File: config.mk
export PLATFORM = sky130hd
export DESIGN_NAME = twiddle_loader
export DESIGN_NICKNAME = d
export VERILOG_FILES = /design/src/rtl/fhe_alu_pkg.sv /design/src/rtl/twiddle_loader.sv
export SDC_FILE = /design/constraint.sdc
export NUM_CORES = 1
export LEC_CHECK = 0
export BUFFER_PORTS_ARGS = -buffer_cell sky130_fd_sc_hd__buf_4
export CAP_MARGIN = 25
export CORE_AREA = 8 8 368 370
export DETAILED_ROUTE_END_ITERATION = 6
export DIE_AREA = 0 0 376 378
export PLACE_DENSITY_LB_ADDON = 0.1
export SLEW_MARGIN = 20
export SYNTH_ARGS = -nofsm -noshare
export SYNTH_HDL_FRONTEND = slang
export SYNTH_SLANG_ARGS = --single-unit
File: constraint.sdc
create_clock -name clk -period 26.7 [get_ports clk]
set_input_delay 1.335 -clock clk [delete_from_list [all_inputs] [get_ports clk]]
set_output_delay 1.335 -clock clk [all_outputs]
set_load 0.005 [all_outputs]
File: src/rtl/fhe_alu_pkg.sv
// Shared FHE ALU sizing constants and the twiddle loader state encoding.
package fhe_alu_pkg;

  localparam int unsigned FSIZE = 32;
  localparam int unsigned E     = 8;
  localparam int unsigned LOG_E = 3;
  localparam int unsigned N     = 64;

  typedef enum logic [1:0] {
    ST_IDLE  = 2'd0,
    ST_LOAD  = 2'd1,
    ST_FLUSH = 2'd2
  } tw_state_e;

endpackage

File: src/rtl/twiddle_loader.sv
// Streams DMA beats into the per-stage W or WQ twiddle RAMs, one RAM row per beat,
// stage-major order, with registered write ports and last-beat framing check.
module twiddle_loader
  import fhe_alu_pkg::*;
#(
  parameter int unsigned FSIZE_P = FSIZE,
  parameter int unsigned LANES   = E / 2,
  parameter int unsigned STAGES  = LOG_E,
  parameter int unsigned DEPTH   = N / (E / 2)
) (
  input  logic                              clk,
  input  logic                              rst,
  input  logic                              start,
  input  logic                              sel_wq,
  input  logic                              abort,
  input  logic                              s_valid,
  output logic                              s_ready,
  input  logic [LANES*FSIZE_P-1:0]          s_data,
  input  logic                              s_last,
  output logic [STAGES*$clog2(DEPTH)-1:0]   W_waddr,
  output logic [STAGES*$clog2(DEPTH)-1:0]   WQ_waddr,
  output logic [STAGES*LANES*FSIZE_P-1:0]   W_wdata,
  output logic [STAGES*LANES*FSIZE_P-1:0]   WQ_wdata,
  output logic [STAGES*LANES-1:0]           W_wren,
  output logic [STAGES*LANES-1:0]           WQ_wren,
  output logic                              busy,
  output logic                              done,
  output logic                              err
);

  localparam int unsigned ADDR_W = $clog2(DEPTH);
  localparam int unsigned STG_W  = (STAGES > 1) ? $clog2(STAGES) : 1;
  localparam int unsigned BEAT_W = LANES * FSIZE_P;

  tw_state_e         state_q;
  logic [STG_W-1:0]  stage_q, stage_d;
  logic [ADDR_W-1:0] addr_q, addr_d;
  logic              sel_q;
  logic              busy_q;
  logic              done_q;
  logic              err_q;

  logic load_c;
  logic beat_c;
  logic write_c;
  logic final_c;

  assign load_c  = (state_q == ST_LOAD);
  assign s_ready = load_c;
  assign beat_c  = load_c && s_valid;
  // An abort in the same cycle as a beat swallows that beat entirely.
  assign write_c = beat_c && !abort;
  assign final_c = (stage_q == STG_W'(STAGES - 1)) && (addr_q == ADDR_W'(DEPTH - 1));

  always_comb begin
    stage_d = stage_q;
    addr_d  = addr_q;
    if (addr_q == ADDR_W'(DEPTH - 1)) begin
      addr_d  = '0;
      stage_d = stage_q + STG_W'(1);
    end else begin
      addr_d  = addr_q + ADDR_W'(1);
    end
  end

  always_ff @(posedge clk or posedge rst) begin
    if (rst) begin
      state_q <= ST_IDLE;
      stage_q <= '0;
      addr_q  <= '0;
      sel_q   <= 1'b0;
      busy_q  <= 1'b0;
      done_q  <= 1'b0;
      err_q   <= 1'b0;
    end else begin
      done_q <= 1'b0;
      case (state_q)
        ST_IDLE: begin
          if (start) begin
            state_q <= ST_LOAD;
            sel_q   <= sel_wq;
            err_q   <= 1'b0;
            busy_q  <= 1'b1;
            stage_q <= '0;
            addr_q  <= '0;
          end
        end
        ST_LOAD: begin
          if (abort) begin
            state_q <= ST_IDLE;
            busy_q  <= 1'b0;
            stage_q <= '0;
            addr_q  <= '0;
          end else if (s_valid) begin
            if (s_last != final_c) err_q <= 1'b1;
            if (final_c) begin
              state_q <= ST_FLUSH;
              busy_q  <= 1'b0;
              stage_q <= '0;
              addr_q  <= '0;
              done_q  <= !err_q && s_last;
            end else begin
              stage_q <= stage_d;
              addr_q  <= addr_d;
            end
          end
        end
        ST_FLUSH: state_q <= ST_IDLE;
        default:  state_q <= ST_IDLE;
      endcase
    end
  end

  // Table 0 is W, table 1 is WQ; each holds its own registered write ports.
  for (genvar t = 0; t < 2; t++) begin : g_tbl
    logic [STAGES-1:0][ADDR_W-1:0] waddr_q;
    logic [STAGES-1:0][BEAT_W-1:0] wdata_q;
    logic [STAGES-1:0][LANES-1:0]  wren_q;
    logic [STAGES-1:0]             hit_c;

    always_comb begin
      hit_c = '0;
      for (int s = 0; s < STAGES; s++) begin
        hit_c[s] = write_c && (sel_q == 1'(t)) && (stage_q == STG_W'(s));
      end
    end

    always_ff @(posedge clk or posedge rst) begin
      if (rst) begin
        waddr_q <= '0;
        wdata_q <= '0;
        wren_q  <= '0;
      end else begin
        for (int s = 0; s < STAGES; s++) begin
          wren_q[s] <= {LANES{hit_c[s]}};
          if (hit_c[s]) begin
            waddr_q[s] <= addr_q;
            wdata_q[s] <= s_data;
          end
        end
      end
    end
  end

  assign W_waddr  = g_tbl[0].waddr_q;
  assign W_wdata  = g_tbl[0].wdata_q;
  assign W_wren   = g_tbl[0].wren_q;
  assign WQ_waddr = g_tbl[1].waddr_q;
  assign WQ_wdata = g_tbl[1].wdata_q;
  assign WQ_wren  = g_tbl[1].wren_q;

  assign busy = busy_q;
  assign done = done_q;
  assign err  = err_q;

endmodule

== After elaboration in Yosys (flattened, before gate mapping) ==
Index checks and enable logic that the tools add are counted.

* Register bits: 810
* Input bits: 135
* Output and inout port bits: 820

* Bitwise gates (word level): 1
* Eq/ne operators: 12
* Reduce and logical (&&, ||, !) cells: 23
* Mux-type cells: 31
* $add $sub $neg: 2

{| class="wikitable"
|+ Operators by type and width
! operator !! number
|-
| 4-bit two-way mux || 5
|-
| 2-bit two-way mux || 9
|-
| 1-bit logical AND || 12
|-
| 1-bit two-way mux || 12
|-
| 2-bit one-hot mux with 2 select lines || 2
|-
| 4-bit one-hot mux with 2 select lines || 1
|-
| 4-bit AND reduction || 2
|-
| 2-bit != test, second input constant || 3
|-
| 3-bit AND reduction || 2
|-
| 5-bit AND reduction || 1
|-
| 4-bit by 1-bit adder with 4-bit output, second input constant || 1
|-
| 2-bit by 1-bit equality test with 1-bit output, second input constant || 2
|-
| 4-bit equality test, second input constant || 1
|-
| 2-bit zero test || 2
|-
| 4-bit by 2-bit != test with 1-bit output, second input constant || 1
|-
| 1-bit one-hot mux with 2 select lines || 2
|-
| 3-bit by 2-bit != test with 1-bit output, second input constant || 1
|-
| 3-bit != test, second input constant || 1
|-
| 2-bit by 1-bit adder with 2-bit output, second input constant || 1
|-
| 2-bit equality test, second input constant || 1
|-
| 1-bit zero test || 2
|-
| 2-bit by 1-bit != test with 1-bit output, second input constant || 1
|-
| 2-bit AND reduction || 1
|-
| 2-bit nonzero test || 1
|-
| 2 further kinds || 2
|}

== Logic depth before layout (Yosys ltp) ==
* Depth in word-level cells: 7
* Mapped depth: 7
* Depth with buffers taken out: 5

== Worst setup path before layout ==
OpenSTA, ideal clock, no wires.

* Path type: input to register
* Start point: input abort
* End point: register g_tbl[0].wdata_q (netlist bit W_wdata[10])
* Arrival time: 2.767 ns
* Slack: 23.808 ns
* Stages: 7
* Path through: nand4bb_1 > buf_4 > or4_1 > buf_2 > buf_8 > buf_6 > mux2_4

* Longest elaborated chain between the ends: 4

{| class="wikitable"
|+ RTL lines
! element !! RTL line !! source
|-
| start, declared || twiddle_loader.sv:15 || <nowiki>input logic abort,</nowiki>
|-
| 1-bit zero test || twiddle_loader.sv:52 || <nowiki>assign write_c = beat_c && !abort;</nowiki>
|-
| 1-bit logical AND || twiddle_loader.sv:52 ||
|-
| 1-bit logical AND (2 in series) || twiddle_loader.sv:124 || <nowiki>hit_c[s] = write_c && (sel_q == 1'(t)) && (stage_q == STG_W'(s));</nowiki>
|-
| end signal, assigned by index || twiddle_loader.sv:138 || <nowiki>wdata_q[s] <= s_data;</nowiki>
|-
| end, declared || twiddle_loader.sv:117 || <nowiki>logic [STAGES-1:0][BEAT_W-1:0] wdata_q;</nowiki>
|}

No other way between the ends.
A chain may end at the register's enable or synchronous reset.

==> impl_metrics.env <==
export IMPL_status="finished, final reports clean"
export IMPL_slowest_delay_ps=840
export IMPL_holdPathEnd="done$_DFF_PP0_"
export IMPL_dieHeight_um=378
export IMPL_finalHoldViolCount=0
export IMPL_cts_buffer_depth=3
export IMPL_cellPowerDensity_nw_per_um2=106.0
export IMPL_cts_htree_levels=3
export IMPL_grt_overflow_total=0
export IMPL_fp_row_count=133
export IMPL_port_buffers=954
export IMPL_grt_pass1_vias=21200
export IMPL_drt_initial_drc_count=654
export IMPL_synth_largest_area_cell="dfrtp_1"
export IMPL_post_cts_setup_buffers=0
export IMPL_clk_pin_slew_ps=50
export IMPL_route_vias_total=19060
export IMPL_cp_arrival_ps=4830
export IMPL_synth_compound_area_share_pct=0.2423
export IMPL_cts_tree="yes"
export IMPL_synth_async_reset_ratio_pct=100.0
export IMPL_slew_violations=0
export IMPL_r2r_cells=5
export IMPL_synth_area_leaders="dfrtp_1 (67%), mux2_2 (26%), mux2_4 (3.4%), buf_2 (0.99%), buf_4 (0.64%)"
export IMPL_cp_start_kind="input pin"
export IMPL_synth_cell_type_count=34
export IMPL_cts_sinks=810
export IMPL_setup_violations=0
export IMPL_whs_path_depth=1
export IMPL_syn_inst=1773
export IMPL_final_cell_mix="buf_4 (976), dfrtp_1 (810), mux2_2 (715)"
export IMPL_maxSlewHeadroom_pct=32.66
export IMPL_crit_path_end_kind="async pin"
export IMPL_synth_ff_type="dfrtp_1"
export IMPL_viasPerCell=4.155
export IMPL_wl_met1_um=43040
export IMPL_synthXorXnorAreaFrac_pct=0.02875
export IMPL_core_um2=130100
export IMPL_min_path_type="reg -> reg"
export IMPL_yosys_warnings=0
export IMPL_period_needed_ps=4153
export IMPL_synth_top_area_share_pct=66.54
export IMPL_dieArea_um2=142100
export IMPL_p_leak_nw=21.76
export IMPL_top_layer_used="met5"
export IMPL_synth_top_family_by_area="multiplexers"
export IMPL_max_freq_ghz=0.2408
export IMPL_max_cap_violations=0
export IMPL_holdWs_ps=480.0
export IMPL_io_pins=955
export IMPL_grt_pass1_wl_um=162200
export IMPL_final_common_cell="buf_4"
export IMPL_antenna_found_initial=8
export IMPL_critPathSlowestCell="buf_4"
export IMPL_timing_rr_start="state_q[1]$_DFFE_PP0P_"
export IMPL_firstDrtPassIters=4
export IMPL_setup_tns_final_ps=0
export IMPL_crit_family="buffers and inverters"
export IMPL_cts_hold_buffers=0
export IMPL_yosys_area_share_simple_pct=0.8010
export IMPL_r2r_slack_ps=23000
export IMPL_synth_seq_cells=810
export IMPL_ir_worst_vdd_uv=56.65
export IMPL_drtAntennaViolNets=0
export IMPL_cts_buffers=97
export IMPL_crit_top_cell="buf_4"
export IMPL_cp_required_ps=27380
export IMPL_die_w_um=376
export IMPL_worst_slew_pin_transition_ps=1010
export IMPL_gp_congestion=0.7713
export IMPL_syn_area_per_cell_um2=17.18
export IMPL_hpwlAfterDp_um=82220
export IMPL_track_usage_pct=15.39
export IMPL_synthAdderAreaFrac_pct=0.04107
export IMPL_area_delta_synth_final_pct=40.61
export IMPL_synth_mux_area_share_pct=30.17
export IMPL_ys_seq_area_share_pct=66.54
export IMPL_met3WireLength_um=12510
export IMPL_path_cells="buf_4 -> inv_8 -> buf_12 -> buf_4 -> buf_4 -> buf_4"
export IMPL_min_from="err$_DFFE_PP0P_"
export IMPL_drt_wl_total_um=113800
export IMPL_nets=2880
export IMPL_synth_edf_count=0
export IMPL_cp_max_fo=100
export IMPL_clkLatencyLatePin_ps=680
export IMPL_synthesis_area_um2=30460
export IMPL_grt_max_degree=174
export IMPL_drc=0
export IMPL_fin_crit_sh_pct=15.55
export IMPL_worst_path_buf_inv=6
export IMPL_cts_resized=0
export IMPL_r2r_end="W_wdata[292]$_DFFE_PP0P_"
export IMPL_syn_num_nets=1909
export IMPL_fin_worst_skew_ps=25.51
export IMPL_path_class="in -> async"
export IMPL_routedWlPerCell_um=24.80
export IMPL_routed_wl_met2_um=53760
export IMPL_root_buffer="clkbuf_16"
export IMPL_rsz0062_at_grt="no"
export IMPL_start_util_pct=23.41
export IMPL_layout_drive_gt1_share_pct=68.57
[layer usage]
metal / track usage [%] / up-vias
li1: - / 8225
met1: 17.23 / 9916
met2: 25.14 / 746
met3: 7.508 / 166
met4: 6.205 / 4
met5: 0 / -
[worst max-delay path by stage]
stage / start / endpoint / slack, ps / depth (start not counted)
after global routing: rst / WQ_wdata[254]$_DFFE_PP0P_ / 21960 / 6
final: rst / WQ_wdata[254]$_DFFE_PP0P_ / 22550 / 6
after detailed placement: rst / W_wdata[25]$_DFFE_PP0P_ / 21020 / 6
after global placement: rst / W_wdata[156]$_DFFE_PP0P_ / 21220 / 6
after floorplan: rst / WQ_waddr[0]$_DFFE_PP0P_ / 2620 / 1
after CTS: rst / W_wdata[23]$_DFFE_PP0P_ / 21780 / 6
[kinds of logic (layout without fill, tap and decap cells)]
kind of cell               after synthesis  after routing
AOI/OAI and AO/OA                       13             13
xor gates and xnor gates                 1              1
adders and majority gates                1              1
buffers and inverters                  114           1166
DFF                                    810            810
muxes                                  793            793
other                                    0              6
and+or+nand+nor                         41             41
[worst reg2reg max path, stage by stage, from the launching register on]
cell	delay, ps
dfrtp_1	420
nand4bb_1	580
nor3_4	840
buf_4	550
buf_4	700
mux2_2	500
[synth_stat cells (2+ instances only)]
cell,n
dfrtp_1,810
mux2_2,715
mux2_4,69
buf_2,60
buf_4,26
clkbuf_1,14
nand2_1,10
o21ai_0,10
mux2_1,9
nor2_1,8
buf_6,7
inv_1,5
nand3_1,4
or4_1,3
and3_1,2
nand2b_1,2
nand3b_1,2
[power breakdown]
| part | internal [mW] | switching, mW |
|---|---|---|
| clock | 0.827 | 0.540 |
| combinational | 0.800 | 0.508 |
| sequential | 1.62 | 0.241 |
| total | 3.25 | 1.29 |
[stage by stage]
stage                     cell area [um2]  std cells  total power [mW]  utilization, %  worst slack [ps]
after global placement              39430       4399             3.213           30.30             21220
final                               42830       4586             4.541           32.92             22550
after floorplan                     30460       1773             2.284               -              2616
after global routing                42820       4582             4.801           32.91             21960
after detailed placement            39430       4399             3.234           30.30             21020
after CTS                           42790       4579             4.645           32.88             21780
[flip-flops by register name (all words and copies together) (netlist names)]
| name | count |
|---|---|
| W_wdata | 384 |
| WQ_wdata | 384 |
| W_wren | 3 |
| busy | 1 |
| W_waddr | 12 |
| stage_q | 2 |
| sel_q | 1 |
| state_q | 2 |
| addr_q | 4 |
| WQ_wren | 3 |
| err | 1 |
| done | 1 |
| WQ_waddr | 12 |
[final cells by class]
class	instances	area, um2
Fill cell	13010	87300
Sequential cell	810	20270
Multi-Input combinational cell	849	9555
Timing Repair Buffer	981	7417
Clock buffer	142	2919
Tap cell	1755	2196
Clock inverter	38	435.4
Inverter	5	26.28
Antenna cell	6	15.01
(Power assumes the default switching activity.)
